$ cat config.mk
export PLATFORM = sky130hd
export DESIGN_NAME = pmem_arbiter
export DESIGN_NICKNAME = d
export VERILOG_FILES = /design/src/rtl/pmem_arbiter.sv
export SDC_FILE = /design/constraint.sdc
export NUM_CORES = 1
export LEC_CHECK = 0
export ABC_AREA = 1
export BUFFER_PORTS_ARGS = -buffer_cell sky130_fd_sc_hd__buf_2
export CORE_AREA = 5 5 269 271
export DETAILED_ROUTE_END_ITERATION = 10
export DIE_AREA = 0 0 274 276
export GPL_TIMING_DRIVEN = 0
export SLEW_MARGIN = 40
export SYNTH_ARGS = -nofsm -noshare
export SYNTH_HDL_FRONTEND = slang
export SYNTH_SLANG_ARGS = --single-unit
$ cat constraint.sdc
create_clock -name clk -period 1.5 [get_ports clk]
set_input_delay 0.075 -clock clk [delete_from_list [all_inputs] [get_ports clk]]
set_output_delay 0.075 -clock clk [all_outputs]
set_load 0.02 [all_outputs]
$ cat src/rtl/pmem_arbiter.sv
// Arbitrates the single pmem port between I-cache and D-cache line misses.
// Optional round-robin tie-breaking is enabled by defining PMEM_ARB_ROUND_ROBIN_EN.
module pmem_arbiter #(
  parameter int unsigned ADDR_WIDTH = 16,
  parameter int unsigned LINE_WIDTH = 128
) (
  input  logic                  clk,
  input  logic                  reset,
  input  logic                  icache_pmem_read,
  input  logic [ADDR_WIDTH-1:0] icache_pmem_address,
  output logic [LINE_WIDTH-1:0] icache_pmem_rdata,
  output logic                  icache_pmem_resp,
  input  logic                  dcache_pmem_read,
  input  logic                  dcache_pmem_write,
  input  logic [ADDR_WIDTH-1:0] dcache_pmem_address,
  input  logic [LINE_WIDTH-1:0] dcache_pmem_wdata,
  output logic [LINE_WIDTH-1:0] dcache_pmem_rdata,
  output logic                  dcache_pmem_resp,
  output logic                  mem_read,
  output logic                  mem_write,
  output logic [ADDR_WIDTH-1:0] mem_address,
  output logic [LINE_WIDTH-1:0] mem_wdata,
  input  logic [LINE_WIDTH-1:0] mem_rdata,
  input  logic                  mem_resp
);

  typedef enum logic [1:0] {StIdle, StServeI, StServeD} state_e;

  state_e                state_q, state_d;
  logic                  mem_read_q, mem_read_d;
  logic                  mem_write_q, mem_write_d;
  logic [ADDR_WIDTH-1:0] mem_address_q, mem_address_d;
  logic [LINE_WIDTH-1:0] mem_wdata_q, mem_wdata_d;
  logic                  d_req;
  logic                  grant_d;

  assign d_req = dcache_pmem_read | dcache_pmem_write;

`ifdef PMEM_ARB_ROUND_ROBIN_EN
  // last_d_q set means D was granted most recently; on a tie the other side wins.
  logic last_d_q, last_d_d;

  assign grant_d = d_req & (~icache_pmem_read | ~last_d_q);

  always_ff @(posedge clk) begin
    if (reset) begin
      last_d_q <= 1'b0;
    end else begin
      last_d_q <= last_d_d;
    end
  end

  always_comb begin
    last_d_d = last_d_q;
    if (state_q == StIdle) begin
      if (grant_d) begin
        last_d_d = 1'b1;
      end else if (icache_pmem_read) begin
        last_d_d = 1'b0;
      end
    end
  end
`else
  assign grant_d = d_req;
`endif

  always_comb begin
    state_d       = state_q;
    mem_read_d    = mem_read_q;
    mem_write_d   = mem_write_q;
    mem_address_d = mem_address_q;
    mem_wdata_d   = mem_wdata_q;
    case (state_q)
      StIdle: begin
        if (grant_d) begin
          // A write beats a simultaneous read so the strobes stay mutually exclusive.
          state_d       = StServeD;
          mem_write_d   = dcache_pmem_write;
          mem_read_d    = ~dcache_pmem_write;
          mem_address_d = dcache_pmem_address;
          mem_wdata_d   = dcache_pmem_wdata;
        end else if (icache_pmem_read) begin
          state_d       = StServeI;
          mem_write_d   = 1'b0;
          mem_read_d    = 1'b1;
          mem_address_d = icache_pmem_address;
        end
      end
      StServeI, StServeD: begin
        if (mem_resp) begin
          state_d     = StIdle;
          mem_read_d  = 1'b0;
          mem_write_d = 1'b0;
        end
      end
      default: begin
        state_d     = StIdle;
        mem_read_d  = 1'b0;
        mem_write_d = 1'b0;
      end
    endcase
  end

  always_ff @(posedge clk) begin
    if (reset) begin
      state_q       <= StIdle;
      mem_read_q    <= 1'b0;
      mem_write_q   <= 1'b0;
      mem_address_q <= '0;
      mem_wdata_q   <= '0;
    end else begin
      state_q       <= state_d;
      mem_read_q    <= mem_read_d;
      mem_write_q   <= mem_write_d;
      mem_address_q <= mem_address_d;
      mem_wdata_q   <= mem_wdata_d;
    end
  end

  assign mem_read          = mem_read_q;
  assign mem_write         = mem_write_q;
  assign mem_address       = mem_address_q;
  assign mem_wdata         = mem_wdata_q;
  assign icache_pmem_rdata = mem_rdata;
  assign dcache_pmem_rdata = mem_rdata;
  assign icache_pmem_resp  = (state_q == StServeI) & mem_resp;
  assign dcache_pmem_resp  = (state_q == StServeD) & mem_resp;

endmodule

==> results.py <==
metrics = {
    "setup_path": {
        "crit_required_ps": 1850,
        "cp-end-kind": "flop",
        "start_kind": "input port",
        "critPathMaxFanout": 9,
        "rr_startpoint": "state_q[1]$_SDFFE_PP0P_",
        "arrival_ps": 1780,
        "worst-setup-path-type": "input port to flop",
        "critical_path.startpoint": "dcache_pmem_write",
    },
    "placed_design": {
        "port_buffers": 569,
        "place_area_mm2": 0.0114,
        "dp_hpwl_um": 29200,
        "dp.cells": 2478,
        "gp_congestion": 0.790,
    },
    "global_routing": {
        "grt_pass1_wl_um": 51700,
        "grt_max_degree": 17,
        "grt_pass1_vias": 8541,
        "grt_usage": 0.0911,
        "gr-total-overflow": 0,
        "antenna_found_initial": 10,
    },
    "timing": {
        "final_max_slew_viol_count": 0,
        "finalHoldViolCount": 0,
        "skew_ps": 8.97,
        "finalSetupViolCount": 0,
        "tightestPinTransition_ps": 553,
        "rsz0062_at_grt": "true",
        "setup-tns-final_ps": 0,
        "max_freq_mhz": 699,
        "fin_crit_sh": 0.954,
        "max_slew_margin": 0.631,
        "fin_crit_ps": 1430,
    },
    "logic_synthesis": {
        "ys_seq_area_frac": 0.402,
        "synth_seq_cells": 148,
        "syn_avg_cell_area_um2": 7.60,
        "synth_top_cell_by_area": "dfxtp_1",
        "synth_area_mm2": 0.00737,
        "ys_warn_count": 0,
        "yosys.area.top_type_share": 0.402,
        "synth_nets": 1266,
        "syn_inst": 969,
        "synth_area_leaders": "dfxtp_1, buf_4, nor2_1",
        "ys_types": 19,
    },
    "die": {
        "die-height_um": 276,
        "chipWidth_um": 274,
        "die_area_mm2": 0.0756,
        "start_util": 0.106,
        "pin_count": 698,
        "num_rows": 97,
        "core_area_mm2": 0.0695,
    },
    "drt": {
        "dr.pass1.iters": 4,
        "drc": 0,
        "wl_per_cell_um": 13.8,
        "detail-route-antenna-nets": 0,
        "wl_um": 37000,
        "vias_per_cell": 3.15,
        "vias": 8440,
        "drt_iter0_drc": 274,
    },
    "cells_and_area": {
        "post-route-cell-area_mm2": 0.0139,
        "fillCellCount": 7782,
        "seq_area_mm2": 0.00297,
        "layout_commonest_cell": "buf_2",
        "fin_util": 0.199,
        "final_cell_mix": "buf_2, nor2_1, buf_4",
        "multiInputGateArea_mm2": 0.00224,
        "finalNetCount": 2018,
        "post_route_cells_drive_above_1_share": 0.533,
        "stdcell_count": 2677,
        "syn2layout_area_growth_pct": 88.2,
    },
    "pwr": {
        "power_leakage_nw": 7.10,
        "pwr-share-clk": 0.283,
        "fin_total_pwr_mw": 15.3,
        "powerDensity_mw_per_mm2": 1110,
        "p_comb_frac": 0.393,
        "pwr-share-seq": 0.324,
        "ir_drop_mv": 0.604,
        "switching_share": 0.376,
        "intPower_mw": 9.56,
        "switchingPower_mw": 5.77,
    },
    "outcome": {
        "status": "complete, no violations",
    },
    "clock_network": {
        "clock_latency_ps": 460,
        "numCtsBuffers": 17,
        "cts_htree_levels": 4,
        "cts_tree": "done",
        "path_clk_slew_ps": 60,
        "cts-root-buf": "clkbuf_16",
        "cts_sinks": 148,
        "cts_buffer_depth": 2,
    },
    "min_path": {
        "hold_start": "icache_pmem_read",
        "hp-class": "input port to flop",
    },
    "job": {
        "drv_cap": 0,
    },
}
-- logic make-up after synthesis --
| logic type | synth area share |
|---|---|
| AND/OR/NAND/NOR | 0.184 |
| buffers and inverters | 0.308 |
| adder cells (fa/ha/maj) | 0.00510 |
| flip-flops | 0.402 |
| AO/OA/AOI/OAI | 0.101 |
-- path summary, 6_finish.rpt --
check                           endpoint  slack (ps)  cells past startpoint
min                mem_read$_SDFFE_PP0P_          90                      5
min reg2reg        mem_read$_SDFFE_PP0P_         470                      2
max reg2reg   mem_wdata[35]$_SDFFE_PP0P_          70                      7
max          mem_address[5]$_SDFFE_PP0P_          70                      9
-- layout make-up --
cell class,count,area share
well taps,940,0.0848
repair buffers,735,0.328
clock buffers,20,0.0322
multi-input cells,506,0.162
flip-flops and latches,148,0.214
plain buffers,301,0.165
inverters,12,0.00406
diodes,3,0.000542
clock inverters,12,0.00939
-- per-layer routing --
metal / track usage / wire, µm / vias to the layer above
li1: - / - / 4302
met1: 0.103 / 14800 / 3680
met2: 0.154 / 17700 / 403
met3: 0.0303 / 3220 / 53
met4: 0.0446 / 1290 / 2
met5: 0 / 7 / -
-- sequential cells by signal (all words and copies together), names as in the netlist --
register / flops
mem_read: 1
mem_address: 16
mem_write: 1
mem_wdata: 128
state_q: 2
-- stage by stage --
stage,worst slack (ps),hold WS (ps)
6_report,68.6,91.6
5_1_grt,-30.0,98.2
4_1_cts,9.71,7.08
3_5_place_dp,-745,318
3_3_place_gp,-774,314
2_1_floorplan,193,144
-- what timing repair did --
action	in CTS	in global routing
gates resized for setup	44	96
cloned	0	2
pin swaps	1	1
hold endpoints to repair	147	0
hold buffers	162	0
buffers inserted	0	2
endpoints found under the setup margin	133	125
-- critical path: stages --
cell and delay, ps:
dlygate4sd3_1 530, buf_2 160, inv_2 70, nand2_4 110
nand2_1 90, nand2_1 40, dlygate4sd3_1 540, nor2_1 100
nor2_1 50
-- power groups by stage --
| stage | combinational [mW] | sequential [mW] | clock [mW] |
|---|---|---|---|
| floorplan | 2.56 | 5.83 | 0 |
| global placement | 5.36 | 5.02 | 0 |
| detailed placement | 5.37 | 5.05 | 0 |
| CTS | 5.83 | 4.97 | 4.65 |
| global route | 6.59 | 5.05 | 4.76 |
| finish | 6.02 | 4.97 | 4.34 |
-- Yosys cell counts --
| cell | count |
|---|---|
| nor2_1 | 289 |
| buf_4 | 257 |
| dfxtp_1 | 148 |
| o21ai_0 | 104 |
| nand2_1 | 58 |
| o21ai_1 | 41 |
| clkbuf_1 | 20 |
| buf_6 | 14 |
| buf_2 | 7 |
| inv_1 | 7 |
| clkbuf_2 | 5 |
| a21oi_1 | 4 |
| inv_2 | 4 |
| ha_1 | 3 |
| nand3_1 | 3 |
| nand2_4 | 2 |
| clkinv_1 | 1 |
| nand2_2 | 1 |
| nor2_2 | 1 |
Power figures use the tool's default switching activity.
